<file path="src/rtl/wb_spiflash_reader.sv">
// Wishbone classic slave turning each bus read into one SPI
// READ transaction that returns a little-endian 32-bit word.
module wb_spiflash_reader #(
   parameter int unsigned AW       = 24,
   parameter int unsigned CLK_DIV  = 2,
   parameter int unsigned CS_GAP   = 2,
   parameter logic [7:0]  READ_CMD = 8'h03
) (
   input  logic          wb_clk_i,
   input  logic          wb_rst_i,
   input  logic [AW-1:0] wb_adr_i,
   input  logic [31:0]   wb_dat_i,
   input  logic [3:0]    wb_sel_i,
   input  logic          wb_we_i,
   input  logic          wb_cyc_i,
   input  logic          wb_stb_i,
   output logic [31:0]   wb_dat_o,
   output logic          wb_ack_o,
   output logic          spi_cs,
   output logic          spi_sclk,
   output logic          spi_mosi,
   input  logic          spi_miso,
   output logic          busy_o
);

   localparam int unsigned DW = (CLK_DIV > 1) ? $clog2(CLK_DIV) : 1;
   localparam int unsigned GW = (CS_GAP > 1) ? $clog2(CS_GAP) : 1;
   localparam logic [DW-1:0] DIV_LAST = DW'(CLK_DIV - 1);
   localparam logic [GW-1:0] GAP_LAST = GW'(CS_GAP - 1);

   typedef enum logic [1:0] {
      IDLE,
      XFER,
      GAP
   } state_t;

   state_t        state;
   logic [63:0]   shreg;
   logic [31:0]   rxreg;
   logic [31:0]   rx_next;
   logic [5:0]    bitcnt;
   logic [DW-1:0] divcnt;
   logic [GW-1:0] gapcnt;
   logic          unused;

   // write data, selects and low address bits never matter
   assign unused = ^{wb_dat_i, wb_sel_i, wb_adr_i};

   // receive shifter input: MSB-first stream from the flash
   assign rx_next = {rxreg[30:0], spi_miso};

   // transfer sequencer: bit timing, shifting, ack and cs gap
   always_ff @(posedge wb_clk_i or posedge wb_rst_i) begin
      if (wb_rst_i) begin
         state    <= IDLE;
         shreg    <= '0;
         rxreg    <= '0;
         bitcnt   <= '0;
         divcnt   <= '0;
         gapcnt   <= '0;
         wb_dat_o <= '0;
         wb_ack_o <= 1'b0;
         spi_cs   <= 1'b1;
         spi_sclk <= 1'b0;
         spi_mosi <= 1'b0;
         busy_o   <= 1'b0;
      end else begin
         wb_ack_o <= 1'b0;
         unique case (state)
            IDLE: begin
               if (wb_cyc_i && wb_stb_i && !wb_ack_o) begin
                  if (wb_we_i) begin
                     wb_ack_o <= 1'b1;
                  end else begin
                     shreg    <= {READ_CMD, wb_adr_i[23:2],
                                  2'b00, 32'h0};
                     spi_cs   <= 1'b0;
                     spi_sclk <= 1'b0;
                     spi_mosi <= READ_CMD[7];
                     bitcnt   <= '0;
                     divcnt   <= '0;
                     busy_o   <= 1'b1;
                     state    <= XFER;
                  end
               end
            end
            XFER: begin
               if (!wb_cyc_i) begin
                  spi_cs   <= 1'b1;
                  spi_sclk <= 1'b0;
                  spi_mosi <= 1'b0;
                  gapcnt   <= '0;
                  state    <= GAP;
               end else if (divcnt == DIV_LAST) begin
                  divcnt <= '0;
                  if (!spi_sclk) begin
                     spi_sclk <= 1'b1;
                  end else begin
                     rxreg    <= rx_next;
                     spi_sclk <= 1'b0;
                     if (bitcnt == 6'd63) begin
                        wb_dat_o <= {rx_next[7:0], rx_next[15:8],
                                     rx_next[23:16], rx_next[31:24]};
                        wb_ack_o <= 1'b1;
                        spi_cs   <= 1'b1;
                        spi_mosi <= 1'b0;
                        gapcnt   <= '0;
                        state    <= GAP;
                     end else begin
                        bitcnt   <= bitcnt + 6'd1;
                        shreg    <= {shreg[62:0], 1'b0};
                        spi_mosi <= shreg[62];
                     end
                  end
               end else begin
                  divcnt <= divcnt + 1'b1;
               end
            end
            GAP: begin
               if (gapcnt == GAP_LAST) begin
                  busy_o <= 1'b0;
                  state  <= IDLE;
               end else begin
                  gapcnt <= gapcnt + 1'b1;
               end
            end
            default: begin
               busy_o <= 1'b0;
               state  <= IDLE;
            end
         endcase
      end
   end

endmodule

</file>
<file path="config.mk">
export PLATFORM = sky130hd
export DESIGN_NAME = wb_spiflash_reader
export DESIGN_NICKNAME = d
export VERILOG_FILES = /design/src/rtl/wb_spiflash_reader.sv
export SDC_FILE = /design/constraint.sdc
export NUM_CORES = 1
export LEC_CHECK = 0
export CORE_MARGIN = 3
export CORE_UTILIZATION = 37
export DETAILED_ROUTE_END_ITERATION = 10
export DONT_BUFFER_PORTS = 1
export PLACE_DENSITY = 0.51
export SLEW_MARGIN = 20
export SYNTH_ARGS = -nofsm -noshare
export SYNTH_HDL_FRONTEND = slang
export SYNTH_SLANG_ARGS = --single-unit
</file>
<file path="constraint.sdc">
create_clock -name wb_clk_i -period 5.2 [get_ports wb_clk_i]
set_input_delay 0.78 -clock wb_clk_i [delete_from_list [all_inputs] [get_ports wb_clk_i]]
set_output_delay 0.78 -clock wb_clk_i [all_outputs]
set_load 0.05 [all_outputs]
</file>
# --- Word level (Yosys, flattened, before mapping) ---
# Index checks and enable logic that the tools add are counted.
word_totals:
  regBits: 141
  latch_bits: 0
  ramBits: 0
  romBits: 0
  inputBits: 66
  out_inout_bits: 37
  mem_count: 0
op_classes:
  addsub: 3
  n_mul: 0
  n_div: 0
  order_cmp: 0
  n_eq_ne: 13
  n_shift: 0
  n_mux: 58
  bitwise: 1
  reduce_logical: 16
ops:
  columns: ["op", "n"]
  rows:
  - ["$mux 63", 6]
  - ["$pmux 63 s2", 1]
  - ["$mux 6", 6]
  - ["$mux 1", 29]
  - ["$reduce_and 4->1", 5]
  - ["$mux 2", 7]
  - ["$ne 2x2->1 const B", 7]
  - ["$pmux 1 s2", 6]
  - ["$pmux 6 s2", 1]
  - ["$reduce_and 6->1", 2]
  - ["$reduce_and 5->1", 2]
  - ["$ne 3x3->1 const B", 3]
  - ["$reduce_and 7->1", 1]
  - ["$add 6x1->6 const B", 1]
  - ["$eq 6x6->1 const B", 1]
  - ["$pmux 2 s3", 1]
  - ["$reduce_bool 2->1", 2]
  - ["$pmux 1 s3", 1]
  - ["$add 1x1->1 const B", 2]
  - ["$eq 2x1->1 const B", 1]
  - ["$eq 2x2->1 const B", 1]
  - ["$logic_and 1x1->1", 2]
  - ["$logic_not 2->1", 1]
  - ["$logic_not 1->1", 1]
  - ["$not 1->1", 1]

# --- Longest topological paths before layout ---
# Gate-level depths: netlist of run 1.
depth:
  depth_word: 6
  ltp_mapped: 7
  ltp_nobuf: 5

# --- Worst setup path before layout of run 1 ---
# OpenSTA, ideal clock, no wires.
synth_path:
  path_kind: "input to register"
  from: "in wb_we_i"
  to: "reg bitcnt[3]"
  setup_time_ns: 0.077
  arrival_ns: 1.990
  t_required_ns: 5.123
  path_slack_ns: 3.133
  cell_stages: 5
  n_path_buf: 1
  cell_sequence: "nand4bb_2 -> a21o_1 -> buf_6 -> or4_1 -> a21oi_1"
synth_via:
  elab_chain_cells: 2
synth_rtl:
  columns: ["element", "line", "source"]
  rows:
  - ["start, declared", "14", "input logic wb_we_i,"]
  - ["$ne 2x2->1 (no source line)", null, null]
  - ["$reduce_and 7->1 (no source line)", null, null]
  - ["end signal, assigned", "110", "bitcnt <= bitcnt + 6'd1;"]
  - ["end, declared", "41", "logic [5:0] bitcnt;"]
# No other way between the ends.
# A chain may end at the register's enable or synchronous reset.

# --- Final worst setup path of run 1 ---
layout_path:
  from: "reg spi_sclk"
  to: "reg rxreg[21]"
layout_via:
  elab_chain_cells: 1
layout_rtl:
  columns: ["element", "line", "source"]
  rows:
  - ["start, declared", "20", "output logic spi_sclk,"]
  - ["start signal, assigned", "64", "spi_sclk <= 1'b0;"]
  - ["start signal, assigned", "78", "spi_sclk <= 1'b0;"]
  - ["start signal, assigned", "90", "spi_sclk <= 1'b0;"]
  - ["$reduce_and 4->1 (no source line)", null, null]
  - ["end signal, assigned", "99", "rxreg <= rx_next;"]
  - ["end, declared", "39", "logic [31:0] rxreg;"]
# No other way between the ends.

==> run summary, run 1 <==
Status = complete, no violations
# port buffers = 0
DRT Pass-1 Iters = 6
Layout cell share with drive strength beyond 1 = 26.6%
Die area = 0.0134 mm²
Largest net degree at the start of global routing = 63
Crit Path Class = flip-flop to flip-flop
Final min period = 2.38 ns
Area leader, netlist = dfrtp_1
Setup TNS = 0 ns
Syn_area_per_cell = 12.7 µm²
Clock transition at path regs = 0.08 ns
Vias in the first global route = 2714
Clock Skew = 0.00697 ns
Hold Crit Class = primary input to asynchronous set/reset pin
Max incr delay on CP = 0.81 ns
CTS Buf Count = 9
Sw Ratio = 27.6%
Fin crit share = 45.8%
Post-Place Cells = 477
Finished Cell Area = 0.00491 mm²
CP Capture Type = flip-flop
DR vias = 2656
Leakage power = 2.38 nW
Max Slew Vio Count = 0
Clock Power Share = 36.0%
Commonest non-fill, non-tap cell in the layout = dfrtp_1
Worst skew pair latency = 0.34 ns
DP Area = 0.00460 mm²
Count of cells resized by post-cts repair = 0
Synthesized flop and latch total = 107
CP max FO = 33
Placer congestion estimate = 0.753
Final Non-Filler Cells = 493
CP startpoint kind = flip-flop
WL final = 8360 µm
ANT nets after route = 0
Fin worst setup slack = 2.82 ns
Initial antenna violation count = 0
CP max-delay cell = nor2_4
Netlist cell types = 37
Mapped Cells = 351
Postcts setup bufs = 0
Core Rows = 39
Setup Viol. Count Final = 0
Diode count = 0
Sw power = 0.547 mW
Most frequent cells in the layout = dfrtp_1 (106), mux2_2 (64), o21ai_0 (61)
Syn_nets = 418
Max Fclk = 420 MHz
I/O pins = 103
Critical-path cell list = nand2_1 > nor2_4 > mux2_2
Layout area overhead = 10.1%
Final Hold Vio Count = 0
Logic pwr share = 11.3%
Power Dens Cells = 403 mW/mm²
WP data required = 5.43 ns
Global-route wire length before repair = 14000 µm
Vias/cell = 5.39
Max Cap Viol = 0
Die Y = 116 µm
TritonCTS clock tree = yes
Total power = 1.98 mW
Top-area cell type share of the netlist area = 59.4%
Core area = 0.0116 mm²
Worst EP arrival = 2.61 ns
Pint = 1.44 mW
WL per Instance = 17.0 µm
Clock Tree Buf Depth = 2
DRT iter0 DRCs = 102
GRT overflow = 0
Cell Area, Synth = 0.00446 mm²
Nets@finish = 412
Synth warn = 0
RSZ-0062 raised after global routing = false
Die Wd = 116 µm
Initial Util = 38.4%
GRT Overall Usage = 13.2%
Worst slack at placement = 2.78 ns
Post-synthesis sequential area ratio = 60.0%
Synth top area cells = dfrtp_1 (59%), mux2_2 (16%), o21ai_0 (6.8%)
# fillers = 1077
VDD IR max = 0.142 mV
Slew headroom = 37.2%
Hold buffers post-CTS = 0
Worst-margin pin slew = 0.940 ns
Clk sinks = 107
Post-DP HPWL = 5190 µm
Root Buffer = clkbuf_16
Part of the power in registers = 52.7%
H-tree Lvls = 3
Remaining routing DRC violations = 0
cell usage after synthesis:
cell type    n
o211ai_1     1
clkbuf_1     7
nor4bb_1     1
and3_1       1
nor2_1      13
mux2i_1     22
mux2_2      64
nand4_1      1
nor3_2       1
a21oi_1      4
o31ai_1      6
nand4bb_2    1
nand2b_1     1
nand2_1     12
a31o_2       1
ha_1         1
buf_6        1
nand3b_1     2
o2bb2ai_1    1
a21boi_0     1
dfrtp_1    106
a22o_1       1
inv_1        9
and3b_1      1
o21ai_0     61
a32o_1       1
buf_2       13
a21o_1       2
or2_2        1
o41ai_1      1
and2_1       1
nand3_1      5
or4_1        2
o22ai_1      1
o21ai_1      2
dfstp_2      1
a311oi_1     1
per-layer routing:
| metal | GRT usage, % | vias to the layer above | wire [µm] |
|---|---|---|---|
| li1 | - | 1246 | - |
| met4 | 3.48 | 0 | 77 |
| met2 | 21.1 | 44 | 4100 |
| met3 | 5.17 | 5 | 503 |
| met1 | 16.8 | 1361 | 3680 |
| met5 | 0 | - | 0 |
critical path, delay by kind of cell (launching register included):
kind,cells,cell delay (ns)
mux,1,0.42
flops,1,0.73
simple gates,2,1.11
sequential cells by signal, summed over array words and instances, names as in the netlist:
| signal | count |
|---|---|
| bitcnt | 6 |
| busy_o | 1 |
| divcnt | 1 |
| gapcnt | 1 |
| rxreg | 31 |
| shreg | 29 |
| spi_cs | 1 |
| spi_mosi | 1 |
| spi_sclk | 1 |
| state | 2 |
| wb_ack_o | 1 |
| wb_dat_o | 32 |
logic make-up (layout without fill, tap and decap cells):
family	Yosys count	in the layout	share of synthesized area [%]
and+or+nand+nor	43	43	5.05
adders and majority gates	1	1	0.280
muxes	86	86	21.1
DFF	107	107	60.0
AOI/OAI and AO/OA	84	84	10.5
buffers and inverters	30	29	3.05
power groups by stage:
stage               sequential (mW)  combinational [mW]  clock, mW
CTS                            1.05               0.231      0.742
global route                   1.06               0.267      0.776
detailed placement             1.06               0.231          0
global placement               1.06               0.222          0
finish                         1.04               0.224      0.713
floorplan                      1.04               0.195          0
path summary, 6_finish.rpt:
kind	startpoint	to	slack [ns]	depth (start not counted)
worst max-delay path	spi_sclk$_DFFE_PP0P_	rxreg[21]$_DFFE_PP0P_	2.82	3
worst min-delay path	wb_rst_i	wb_dat_o[15]$_DFFE_PP0P_	0.37	1
worst max register to register	spi_sclk$_DFFE_PP0P_	rxreg[21]$_DFFE_PP0P_	2.82	3
worst min register to register	gapcnt$_DFFE_PP0P_	state[1]$_DFFE_PP0P_	0.47	1
max in group asynchronous	wb_rst_i	rxreg[23]$_DFFE_PP0P_	3.63	2
min in group wb_clk_i	gapcnt$_DFFE_PP0P_	state[1]$_DFFE_PP0P_	0.47	1
layout make-up:
class,instances,area (µm²),area share (%)
flip-flops and latches,107,2680,54.5
multi-input cells,214,1670,34.0
clock buffers,10,239,4.86
well taps,143,179,3.64
clock inverters,6,78.8,1.60
inverters,9,36.3,0.738
repair buffers,4,30.0,0.611
metrics by stage:
stage	hold slack (ns)	utilization [%]
2_1_floorplan	0.435	-
3_3_place_gp	0.449	39.6
3_5_place_dp	0.470	39.6
4_1_cts	0.393	42.3
5_1_grt	0.405	42.3
6_report	0.372	42.3
No activity file was read; power rests on OpenSTA's default activity.
==> run 2, diff against run 1 <==
--- a/config.mk
+++ b/config.mk
@@ -9,7 +9,7 @@
 export CORE_UTILIZATION = 37
 export DETAILED_ROUTE_END_ITERATION = 10
 export DONT_BUFFER_PORTS = 1
-export PLACE_DENSITY = 0.51
+export PLACE_DENSITY = 0.53
 export SLEW_MARGIN = 20
 export SYNTH_ARGS = -nofsm -noshare
 export SYNTH_HDL_FRONTEND = slang
==> constraint.sdc (replaced) <==
create_clock -name wb_clk_i -period 1.9 [get_ports wb_clk_i]
set_input_delay 0.285 -clock wb_clk_i [delete_from_list [all_inputs] [get_ports wb_clk_i]]
set_output_delay 0.285 -clock wb_clk_i [all_outputs]
set_load 0.05 [all_outputs]
==> run 2 against run 1 <==
The run now ends with negative hold slack left. Utilization increased by 2.0 points. Sequential share of layout area down 2.4 points. Final cell count up 3.4%. Hold slack lost 0.39 ns. Combinational power grew to 3.3 times the previous value. First-iteration DRC count decreased by 6.9%. Critical endpoint is now wb_dat_o[0]$_DFFE_PP0P_.
==> run summary, run 2 (synthesized netlist as in run 1, its figures left out) <==
Status = complete, but fails checks
Failing checks = negative hold slack
DP Area = 0.00476 mm²
# port buffers = 0
Logic pwr share = 13.4%
Initial Util = 38.4%
CTS Buf Count = 9
VDD IR max = 0.378 mV
GRT overflow = 0
FF-to-FF Start = bitcnt[0]$_DFFE_PP0P_
Vias in the first global route = 2942
Slew headroom = 63.1%
Pint = 4.06 mW
Worst skew pair latency = 0.34 ns
CP Launch Point = bitcnt[0]$_DFFE_PP0P_
Final Non-Filler Cells = 510
Setup Viol. Count Final = 0
Placer congestion estimate = 0.798
Vias/cell = 5.34
Layout area overhead = 15.3%
WL final = 8600 µm
Max Slew Vio Count = 0
RSZ-0062 raised after global routing = true
Hold Crit Class = primary input to asynchronous set/reset pin
Layout cell share with drive strength beyond 1 = 31.1%
GRT Overall Usage = 13.5%
Fin crit share = 98.9%
Largest Register = wb_dat_o
DRT iter0 DRCs = 95
Most frequent cells in the layout = dfrtp_1 (104), mux2_2 (64), o21ai_0 (60)
Post-Place Cells = 492
Max Cap Viol = 0
H-tree Lvls = 3
Nets@finish = 429
Commonest non-fill, non-tap cell in the layout = dfrtp_1
Final min period = 1.88 ns
Clk sinks = 107
DRT Pass-1 Iters = 4
Root Buffer = clkbuf_16
ANT nets after route = 0
End of the critical path = wb_dat_o[0]$_DFFE_PP0P_
TritonCTS clock tree = yes
Clock transition at path regs = 0.07 ns
Clock Tree Buf Depth = 2
Critical-path cell list = ha_1 > and3_4 > nand3_2 > nor3_4 > buf_6 > buf_4 > mux2_2
Die Y = 116 µm
Reg2reg setup slack = 0.02 ns
Register-to-Register Path Depth = 7
Leakage power = 2.48 nW
CP max FO = 8
Power Dens Cells = 1070 mW/mm²
CP startpoint kind = flip-flop
Max FFs per register = 32
Die area = 0.0134 mm²
Worst EP arrival = 2.11 ns
Max incr delay on CP = 0.39 ns
Post-DP HPWL = 5350 µm
DR vias = 2722
Max Fclk = 532 MHz
I/O pins = 103
Sw Ratio = 26.2%
WHS = -0.0151 ns
Part of the power in registers = 51.2%
Largest net degree at the start of global routing = 108
Worst-margin pin slew = 0.554 ns
Clock Skew = 0.00448 ns
Remaining routing DRC violations = 0
Core area = 0.0116 mm²
R2R Path End = wb_dat_o[0]$_DFFE_PP0P_
Diode count = 0
Post-Route Utilization = 44.3%
Final Hold Vio Count = 26
CP Capture Type = flip-flop
Finished Cell Area = 0.00515 mm²
Crit Path Class = flip-flop to flip-flop
Core Rows = 39
Clock Power Share = 35.5%
CP max-delay cell = dfrtp_1
WL per Instance = 16.9 µm
Sw power = 1.44 mW
WP data required = 2.13 ns
Initial antenna violation count = 0
Global-route wire length before repair = 14400 µm
Die Wd = 116 µm
Top Registers = wb_dat_o x32, rxreg x31, shreg x29
==> run 2: through the flow <==
step,TNS [ns],hold WS [ns],worst slack (ns),power (mW)
after floorplan,0,0.418,0.0499,3.37
after global placement,0,0.373,0.107,3.56
final,0,-0.0151,0.0201,5.50
after CTS,0,0.00637,0.00441,5.58
after global routing,-1.24,0.00950,-0.0519,5.83
after detailed placement,0,0.385,0.0745,3.60
==> run 2: worst min path at each step <==
| stage | to | startpoint | slack, ns | depth (start not counted) |
|---|---|---|---|---|
| after global routing | wb_dat_o[24]$_DFFE_PP0P_ | wb_rst_i | 0.009 | 2 |
| final | wb_dat_o[1]$_DFFE_PP0P_ | wb_rst_i | -0.02 | 2 |
| after global placement | wb_dat_o[0]$_DFFE_PP0P_ | wb_rst_i | 0.37 | 2 |
| after detailed placement | busy_o$_DFFE_PP0P_ | wb_rst_i | 0.38 | 2 |
| after CTS | wb_dat_o[0]$_DFFE_PP0P_ | wb_rst_i | 0.006 | 2 |
| after floorplan | shreg[34]$_DFFE_PP0P_ | wb_adr_i[2] | 0.42 | 1 |
==> run 2: final cells by class <==
| class | count | area (µm²) |
|---|---|---|
| clock buffer | 12 | 236 |
| fill | 1084 | 6460 |
| multi-input combinational | 214 | 1710 |
| clock inverter | 4 | 73.8 |
| tap | 143 | 179 |
| inverter | 9 | 37.5 |
| timing repair buffer | 21 | 229 |
| sequential | 107 | 2680 |
==> run 2: what timing repair did <==
action | CTS | global route
endpoints found under the setup margin | 0 | 48
hold buffers | 0 | 0
buffers inserted | 0 | 1
resized for setup | 0 | 8
==> run 2: critical path, delay by kind of cell, from the launching register on <==
kind,cells,cell delay (ns)
flip-flops,1,0.39
multiplexers,1,0.34
adder cells (fa/ha/maj),1,0.20
AND/OR/NAND/NOR,3,0.52
buffers and inverters,2,0.32
==> run 2: power groups by stage <==
stage | clock, mW | combinational [mW] | sequential, mW
floorplan | 0 | 0.535 | 2.84
global placement | 0 | 0.716 | 2.85
detailed placement | 0 | 0.739 | 2.86
CTS | 2.02 | 0.740 | 2.82
global route | 2.12 | 0.859 | 2.86
finish | 1.95 | 0.734 | 2.81
==> run 2: routing by layer <==
metal | up-vias | global-route usage (%) | share of wire, %
met3 | 13 | 5.43 | 7.0
met4 | 0 | 4.41 | 1.8
met2 | 58 | 21.9 | 48
met5 | - | 0 | 0
li1 | 1275 | - | -
met1 | 1376 | 16.6 | 43
==> run 3, diff against run 2 <==
--- a/config.mk
+++ b/config.mk
@@ -6,10 +6,10 @@
 export NUM_CORES = 1
 export LEC_CHECK = 0
 export CORE_MARGIN = 3
-export CORE_UTILIZATION = 37
+export CORE_UTILIZATION = 45
 export DETAILED_ROUTE_END_ITERATION = 10
 export DONT_BUFFER_PORTS = 1
-export PLACE_DENSITY = 0.53
+export PLACE_DENSITY = 0.62
 export SLEW_MARGIN = 20
 export SYNTH_ARGS = -nofsm -noshare
 export SYNTH_HDL_FRONTEND = slang
==> run 3 against run 2 <==
The flow now finishes without violations. Sequential share of layout area is 0.52 points higher. Largest power group unchanged. Clock power fell by 24%. Final cell count shrank 1.6%. Worst setup slack gained 0.046 ns. Count of clock-buffer cells in the layout is 1 lower. Utilization grew 9.6 points. Hold slack better by 0.073 ns. Combinational power increased by 2%. Wire length is 0.99% lower.
==> run summary, run 3 (synthesized netlist as in run 1, its figures left out) <==
Status = complete, no violations
Placer congestion estimate = 0.750
GRT Overall Usage = 15.6%
Total power = 5.04 mW
# port buffers = 0
Max Cap Viol = 0
Clock Power Share = 29.4%
Max Fclk = 545 MHz
Initial Util = 47.2%
DRT iter0 DRCs = 141
DRT Pass-1 Iters = 4
Max Slew Vio Count = 0
Crit Path Class = flip-flop to flip-flop
DR vias = 2735
CTS Buf Count = 9
Setup Viol. Count Final = 0
Finished Cell Area = 0.00510 mm²
Root Buffer = clkbuf_8
Die Wd = 106 µm
Worst skew pair latency = 0.36 ns
Final min period = 1.83 ns
Commonest non-fill, non-tap cell in the layout = dfrtp_1
ANT nets after route = 0
Clock Tree Buf Depth = 2
Leakage power = 2.46 nW
Layout area overhead = 14.2%
Clock transition at path regs = 0.10 ns
Remaining routing DRC violations = 0
Layout cell share with drive strength beyond 1 = 31.9%
Logic pwr share = 14.9%
GRT overflow = 0
Vias in the first global route = 2803
VDD IR max = 0.478 mV
WL per Instance = 17.0 µm
Power Dens Cells = 989 mW/mm²
Reg2reg setup slack = 0.07 ns
WL final = 8510 µm
Worst EP arrival = 2.08 ns
H-tree Lvls = 3
Part of the power in registers = 55.7%
WP data required = 2.14 ns
TritonCTS clock tree = yes
Post-DP HPWL = 5270 µm
Largest net degree at the start of global routing = 108
Pint = 3.61 mW
Hold Crit Class = primary input to flip-flop
Global-route wire length before repair = 14200 µm
Final Non-Filler Cells = 502
Final Hold Vio Count = 0
Core Rows = 35
Core area = 0.00946 mm²
Worst-margin pin slew = 0.559 ns
Most frequent cells in the layout = dfrtp_1 (104), mux2_2 (64), o21ai_0 (61)
WHS = 0.0576 ns
Sw Ratio = 28.5%
Die area = 0.0112 mm²
# fillers = 839
Initial antenna violation count = 0
Top Registers = wb_dat_o x32, rxreg x31, shreg x29
Largest Register = wb_dat_o
Vias/cell = 5.45
Setup TNS = 0 ns
Sw power = 1.43 mW
Fin crit share = 96.5%
I/O pins = 103
Clk sinks = 107
Clock Skew = 0.0111 ns
Diode count = 0
DP Area = 0.00474 mm²
CP startpoint kind = flip-flop
Die Y = 106 µm
Max FFs per register = 32
CP max FO = 8
Slew headroom = 62.7%
Post-Place Cells = 478
CP Capture Type = flip-flop
Nets@finish = 435
==> run 3: cell types whose count changed in the layout (fill, tap and decap cells not counted), sizes merged <==
cell         previous run  this run
clkinv                  1         0
bufinv                  2         1
buf                    20        24
inv                     9        11
clkinvlp                1         2
dlygate4sd3             0         1
==> run 3: area by class of cell <==
class / count / area, µm² / share of cell area [%]
flip-flops and latches: 107 / 2680 / 52.6
multi-input cells: 214 / 1700 / 33.4
repair buffers: 27 / 298 / 5.84
well taps: 129 / 161 / 3.17
clock buffers: 11 / 151 / 2.97
clock inverters: 5 / 66.3 / 1.30
inverters: 9 / 37.5 / 0.736
==> run 3: final timing paths <==
check                                      start                        to  cells after the start
min in group asynchronous               wb_rst_i  wb_dat_o[28]$_DFFE_PP0P_                      3
setup reg to reg           bitcnt[1]$_DFFE_PP0P_   wb_dat_o[8]$_DFFE_PP0P_                      7
hold / removal                       wb_adr_i[2]     shreg[34]$_DFFE_PP0P_                      1
hold reg to reg               gapcnt$_DFFE_PP0P_      state[1]$_DFFE_PP0P_                      1
setup / recovery           bitcnt[1]$_DFFE_PP0P_   wb_dat_o[8]$_DFFE_PP0P_                      7
max in group asynchronous               wb_rst_i     rxreg[23]$_DFFE_PP0P_                      3
==> run 3: timing repair <==
item | CTS | global route
hold endpoints to repair | 106 | 0
hold buffers | 1 | 0
setup buffers | 0 | 4
endpoints found under the setup margin | 0 | 44
gates resized for setup | 0 | 7
==> run 3: per-layer routing <==
metal  global-route usage (%)  routed length, µm  up-vias
met5                        0                  0        -
met4                     3.61                 65        0
met3                     5.39                469        5
met2                     25.0               4270       49
met1                     20.6               3710     1390
li1                         -                  -     1291
==> run 3: worst max-delay path: stages (launching register included) <==
cell and delay, ns:
dfrtp_1 0.41, ha_4 0.17, and3_4 0.21, nand3_4 0.09, nor3_4 0.20, buf_6 0.16, clkbuf_16 0.16, mux2_2 0.33
==> run 3: power by group through the flow <==
stage	logic [mW]	clock network, mW	registers (mW)
final	0.750	1.48	2.81
after CTS	0.755	1.54	2.81
after floorplan	0.535	0	2.84
after detailed placement	0.744	0	2.86
after global routing	0.851	1.64	2.86
after global placement	0.730	0	2.84
==> run 3: stage by stage <==
| step | util [%] | setup WS, ns |
|---|---|---|
| 5_1_grt | 53.9 | -0.0191 |
| 6_report | 53.9 | 0.0659 |
| 4_1_cts | 52.5 | 0.00363 |
| 3_5_place_dp | 50.1 | 0.0187 |
| 3_3_place_gp | 50.1 | 0.0313 |
| 2_1_floorplan | - | 0.0499 |
